===== src/rtl/multiplicacao_matrizes_seq.sv =====
// Sequential signed matrix multiplier C = A x B for square matrices of size
// 2x2 up to MAX_N x MAX_N. A single multiply-accumulate unit produces one
// product term per clock, so a job takes n^3 cycles of CALC plus one DONE cycle.
//
// Ports:
//   clk           rising-edge clock
//   rst_n         asynchronous active-low reset
//   start         job request, only sampled in IDLE
//   matrix_size   n-2 (00=2x2 .. 11=5x5)
//   A, B          packed signed operands, element (r,c) at index r*n+c
//   busy          high while the job is computing
//   done          one-cycle pulse when C / overflow_flag are final
//   C             packed result, elements at index >= n*n read as 0
//   overflow_flag sticky, set if any result element left the DATA_W range
module multiplicacao_matrizes_seq #(
    parameter int DATA_W = 8,
    parameter int MAX_N  = 5,
    parameter int ACC_W  = 2*DATA_W+3
) (
    input  logic                          clk,
    input  logic                          rst_n,
    input  logic                          start,
    input  logic [1:0]                    matrix_size,
    input  logic [MAX_N*MAX_N*DATA_W-1:0] A,
    input  logic [MAX_N*MAX_N*DATA_W-1:0] B,
    output logic                          busy,
    output logic                          done,
    output logic [MAX_N*MAX_N*DATA_W-1:0] C,
    output logic                          overflow_flag
);
    localparam int NE = MAX_N*MAX_N;
    localparam int IW = $clog2(NE);
    localparam int CW = $clog2(MAX_N);

    typedef enum logic [1:0] {IDLE, CALC, DONE} state_t;
    state_t state, state_nxt;

    logic signed [DATA_W-1:0] a_mem [NE];
    logic signed [DATA_W-1:0] b_mem [NE];
    logic        [DATA_W-1:0] c_mem [NE];
    logic [1:0]               size_q;
    logic [CW-1:0]            i, j, k;
    logic signed [ACC_W-1:0]  acc;

    logic [CW-1:0]             n_val, n_last;
    logic [IW-1:0]             a_idx, b_idx, c_idx;
    logic signed [2*DATA_W-1:0] prod;
    logic signed [ACC_W-1:0]   sum;
    logic [ACC_W-DATA_W:0]     sum_top;
    logic                      last_k, last_j, last_i, sum_ovf;

    always_comb begin
        n_val  = CW'(size_q) + CW'(2);
        n_last = CW'(size_q) + CW'(1);
        last_k = (k == n_last);
        last_j = (j == n_last);
        last_i = (i == n_last);
        a_idx  = IW'(i) * IW'(n_val) + IW'(k);
        b_idx  = IW'(k) * IW'(n_val) + IW'(j);
        c_idx  = IW'(i) * IW'(n_val) + IW'(j);
        prod   = a_mem[a_idx] * b_mem[b_idx];
        sum    = acc + ACC_W'(prod);
        // In range only if every bit from the DATA_W sign bit upward agrees.
        sum_top = sum[ACC_W-1:DATA_W-1];
        sum_ovf = !((&sum_top) || !(|sum_top));
    end

    always_ff @(posedge clk or negedge rst_n) begin
        if (!rst_n) state <= IDLE;
        else        state <= state_nxt;
    end

    always_comb begin
        state_nxt = state;
        busy      = 1'b0;
        done      = 1'b0;
        case (state)
            IDLE: if (start) state_nxt = CALC;
            CALC: begin
                busy = 1'b1;
                if (last_k && last_j && last_i) state_nxt = DONE;
            end
            DONE: begin
                done      = 1'b1;
                state_nxt = IDLE;
            end
            default: state_nxt = IDLE;
        endcase
    end

    always_ff @(posedge clk or negedge rst_n) begin
        if (!rst_n) begin
            for (int e = 0; e < NE; e++) begin
                a_mem[e] <= '0;
                b_mem[e] <= '0;
                c_mem[e] <= '0;
            end
            size_q        <= '0;
            i             <= '0;
            j             <= '0;
            k             <= '0;
            acc           <= '0;
            overflow_flag <= 1'b0;
        end else begin
            case (state)
                IDLE: if (start) begin
                    for (int e = 0; e < NE; e++) begin
                        a_mem[e] <= A[e*DATA_W +: DATA_W];
                        b_mem[e] <= B[e*DATA_W +: DATA_W];
                        c_mem[e] <= '0;
                    end
                    size_q        <= matrix_size;
                    i             <= '0;
                    j             <= '0;
                    k             <= '0;
                    acc           <= '0;
                    overflow_flag <= 1'b0;
                end
                CALC: begin
                    if (!last_k) begin
                        acc <= sum;
                        k   <= k + CW'(1);
                    end else begin
                        // Element finished: wrap to DATA_W, flag out-of-range.
                        c_mem[c_idx] <= sum[DATA_W-1:0];
                        if (sum_ovf) overflow_flag <= 1'b1;
                        acc <= '0;
                        k   <= '0;
                        if (last_j) begin
                            j <= '0;
                            i <= last_i ? '0 : i + CW'(1);
                        end else begin
                            j <= j + CW'(1);
                        end
                    end
                end
                default: ;
            endcase
        end
    end

    for (genvar e = 0; e < NE; e++) begin : g_c
        assign C[e*DATA_W +: DATA_W] = c_mem[e];
    end

endmodule


===== config.mk =====
export PLATFORM = sky130hd
export DESIGN_NAME = multiplicacao_matrizes_seq
export DESIGN_NICKNAME = d
export VERILOG_FILES = /design/src/rtl/multiplicacao_matrizes_seq.sv
export SDC_FILE = /design/constraint.sdc
export NUM_CORES = 2
export LEC_CHECK = 0
export ABC_AREA = 1
export ABC_CLOCK_PERIOD_IN_PS = 10800
export CAP_MARGIN = 20
export CORE_MARGIN = 3
export CORE_UTILIZATION = 53
export CTS_CLUSTER_DIAMETER = 50
export DETAILED_ROUTE_END_ITERATION = 7
export GPL_ROUTABILITY_DRIVEN = 1
export PLACE_DENSITY_LB_ADDON = 0.15
export SETUP_SLACK_MARGIN = 0.2
export SLEW_MARGIN = 20
export SYNTH_ARGS = -nofsm -noshare
export SYNTH_HDL_FRONTEND = slang
export SYNTH_SLANG_ARGS = --single-unit

===== constraint.sdc =====
create_clock -name clk -period 10.8 [get_ports clk]
set_input_delay 2.16 -clock clk [delete_from_list [all_inputs] [get_ports clk]]
set_output_delay 2.16 -clock clk [all_outputs]
set_load 0.05 [all_outputs]

==> summary.log <==
INFO  global_route   global_route.usage.total=0.3336
INFO  drt            antenna_violating_nets_post_route=0
INFO  synth          synthSimpleGateAreaFrac=0.2557
INFO  cts            cts_hold_buf=0
INFO  critical_path  endpoint_required_time_on_the_critical_path=11290ps
INFO  synth          synth.avg_cell_area=8.160µm²
INFO  cts            worst_setup_hold_path_clk_slew=60ps
INFO  global_route   antenna_found_initial=18
INFO  critical_path  rr_startpoint=size_q[1]
INFO  worst_hold_path hold_path_class=reg2reg
INFO  die            coreArea=59580µm²
INFO  final_layout   multi_input_comb_area=14570µm²
INFO  critical_path  start_kind=flip-flop
INFO  die            initial_core_util=0.5405
INFO  die            die_height=252.5µm
INFO  critical_path  critical_path.most_common_cell=sky130_fd_sc_hd__nand2_1
INFO  drt            number_of_drc_violations_after_detailed_routing_iteration_0=2996
INFO  synth          synth_top_family_by_area=simple AND/OR/NAND/NOR gates
INFO  synth          async_reset_ff_frac=1.000
INFO  drt            wire_per_inst=20.07µm
INFO  final_layout   post_route_cell_area=41090µm²
INFO  final_layout   num-fill-cells=4856
INFO  synth          synthesis.nets=4508
INFO  global_route   grt_start_max_net_pins=243
INFO  critical_path  rrSetupSlack=1540ps
INFO  synth          yosysWarnings=0
INFO  flow_run       cap_violations=0
INFO  synth          yosys_register_bits=633
INFO  die            fp-row-count=89
INFO  sta            hold_violations=0
INFO  sta            max-slew-margin-rel=0.1710
INFO  drt            dr_wl_met3=9318µm
INFO  run_status     status=finished, final reports clean
INFO  global_route   grt-ovfl-total=0
INFO  die            dieArea=63750µm²
INFO  critical_path  worst-setup-path-type=reg2reg
INFO  critical_path  timing.critical_path.slowest_cell_delay=1080ps
INFO  critical_path  worst-endpoint-arrival=9760ps
INFO  final_layout   final_common_cell=sky130_fd_sc_hd__nand2_1
INFO  critical_path  worst_r2r_endpoint=overflow_flag
INFO  synth          postSynthCellCount=3946
INFO  drt            detail_route.vias_per_cell=5.509
INFO  cts            cts_inserted_buffers=73
INFO  place          numPortBuffers=607
INFO  final_layout   commonest_cells_after_routing_fill_and_taps_aside=1701 x sky130_fd_sc_hd__nand2_1, 633 x sky130_fd_sc_hd__dfrtp_1, 606 x sky130_fd_sc_hd__clkdlybuf4s50_1
INFO  cts            cts_max_level=3
INFO  sta            setup-tns-final=0ps
INFO  drt            top_layer_used=met5
INFO  die            die_width=252.5µm
INFO  critical_path  cp_max_stage_cell=sky130_fd_sc_hd__fa_1
INFO  synth          synth.yosys.seq_area_share=0.4919
INFO  synth          synth_area_in_xor_xnor=0.006411
INFO  synth          post_synth_instance_area=32200µm²
INFO  drt            drt_wl_total=105500µm
INFO  die            boundaryPins=608
INFO  place          place_hpwl=74130µm
INFO  critical_path  reg2regPathDepth=36
INFO  sta            worstMarginPinSlew=1244ps
INFO  final_layout   syn2layout_area_growth=27.59%
INFO  global_route   grt_pass1_vias=29180
INFO  synth          synth-edff-count=0
INFO  critical_path  worstPathMaxFanout=26
INFO  cts            clock_tree.root_cell=sky130_fd_sc_hd__clkbuf_16
INFO  cts            cts.path.max_buffers=3
INFO  sta            post-route-worst-setup-slack=1539ps
INFO  sta            rsz0062_at_grt=false
INFO  sta            finalCritPeriodShare=0.8575
INFO  cts            cts_setup_buffers=0
INFO  synth          primary_flip_flop_cell_chosen_by_synthesis_mapping=sky130_fd_sc_hd__dfrtp_1
INFO  drt            drc_errors=0
INFO  place          placedInstanceArea=38630µm²
INFO  sta            period_minus_slack=9261ps
INFO  drt            num_vias=28960
INFO  place          setup_slack_at_placement=1542ps
INFO  global_route   grt_pass1_wl=165700µm
INFO  sta            clock-skew-final=35.56ps
INFO  cts            tritoncts=built
INFO  sta            setup_violations=0
INFO  critical_path  worst_setup_path_startpoint=size_q[1]
INFO  synth          post_synth_fa_ha_maj_area_fraction=0.08199
INFO  drt            wl_met1=41330µm
INFO  synth          post_synth_mux_area_share=0
INFO  cts            cts_sinks=633
INFO  final_layout   drive_above_1_share=0.04647
INFO  synth          synthDistinctLibCells=47
INFO  final_layout   ff_latch_area=15840µm²
INFO  synth          compound_gate_fraction_of_synth_area=0.1063
INFO  sta            final_max_slew_viol_count=0
INFO  drt            routed-wl-met2=50500µm
INFO  sta            timing.fmax=108.0MHz
INFO  cts            post_cts_repair_resize_count=0
INFO  final_layout   finalNetCount=4985
INFO  critical_path  crit_path_end_kind=flip-flop
INFO  cts            worstSkewPairLatency=630ps
INFO  critical_path  endpoint=overflow_flag
INFO  drt            drt-pass1-iter-count=6
INFO  place          gpl.final_weighted_congestion=0.8794
per-stage QoR:
step / std cells / util / hold WS [ps]
finish: 5258 / 0.6896 / 467.5
global route: 5256 / 0.6896 / 486.8
CTS: 5248 / 0.6889 / 470.9
detailed placement: 5120 / 0.6485 / 454.9
global placement: 5120 / 0.6485 / 450.8
floorplan: 3946 / - / 436.6
flip-flops by register name, summed over array words and instances (netlist names):
name	count
C	200
a_mem	200
b_mem	200
acc	19
i	3
j	3
k	3
size_q	2
state	2
overflow_flag	1
cells in the mapped netlist, types with 12 or more instances:
cell type | n | area share
sky130_fd_sc_hd__buf_1 | 12 | 0.0014
sky130_fd_sc_hd__nand2_2 | 22 | 0.0043
sky130_fd_sc_hd__nor2_1 | 93 | 0.011
sky130_fd_sc_hd__a21oi_1 | 184 | 0.029
sky130_fd_sc_hd__dfrtp_1 | 633 | 0.49
sky130_fd_sc_hd__nand2_1 | 1701 | 0.20
sky130_fd_sc_hd__a22oi_1 | 42 | 0.0098
sky130_fd_sc_hd__nand3_1 | 210 | 0.033
sky130_fd_sc_hd__o21ai_0 | 253 | 0.039
sky130_fd_sc_hd__fa_1 | 90 | 0.056
sky130_fd_sc_hd__clkbuf_1 | 167 | 0.019
sky130_fd_sc_hd__a32o_1 | 34 | 0.011
sky130_fd_sc_hd__ha_1 | 67 | 0.026
sky130_fd_sc_hd__inv_1 | 234 | 0.027
sky130_fd_sc_hd__buf_2 | 50 | 0.0078
sky130_fd_sc_hd__o21ai_1 | 31 | 0.0048
cell families after synthesis:
family	count (synthesis)
simple gates	2063
flops	633
compound gates	595
buf+inv	477
fa+ha+maj	157
xor+xnor	21
cell type report:
| cell class | instances | area share |
|---|---|---|
| well taps | 773 | 0.02354 |
| clock inverters | 35 | 0.01020 |
| multi-input cells | 2836 | 0.3546 |
| repair buffers | 631 | 0.1542 |
| flip-flops and latches | 633 | 0.3855 |
| inverters | 248 | 0.02290 |
| clock buffers | 93 | 0.04848 |
| diodes | 9 | 0.0005482 |
per-layer routing:
layer | GRT usage | vias up
met3 | 0.08705 | 265
met5 | 0 | -
met1 | 0.4284 | 13970
li1 | - | 13550
met2 | 0.5382 | 1157
met4 | 0.1445 | 22
worst max-delay path: cells and delay by family (launching register included):
kind | cells | cell delay [ps]
buf+inv | 6 | 1350
fa+ha+maj | 9 | 4740
simple gates | 17 | 1510
compound gates | 4 | 940
flops | 1 | 590
worst min path at each step:
stage	from	to	slack, ps	depth (start not counted)
final	b_mem[48]	b_mem[48]	470	2
after global placement	b_mem[18]	b_mem[18]	450	2
after detailed placement	b_mem[17]	b_mem[17]	450	2
after CTS	b_mem[48]	b_mem[48]	470	2
after global routing	a_mem[185]	a_mem[185]	490	2
after floorplan	b_mem[16]	b_mem[16]	440	2
Power is not shown: default switching activity piles up to over one toggle a cycle in this logic, so the estimate is an artifact.
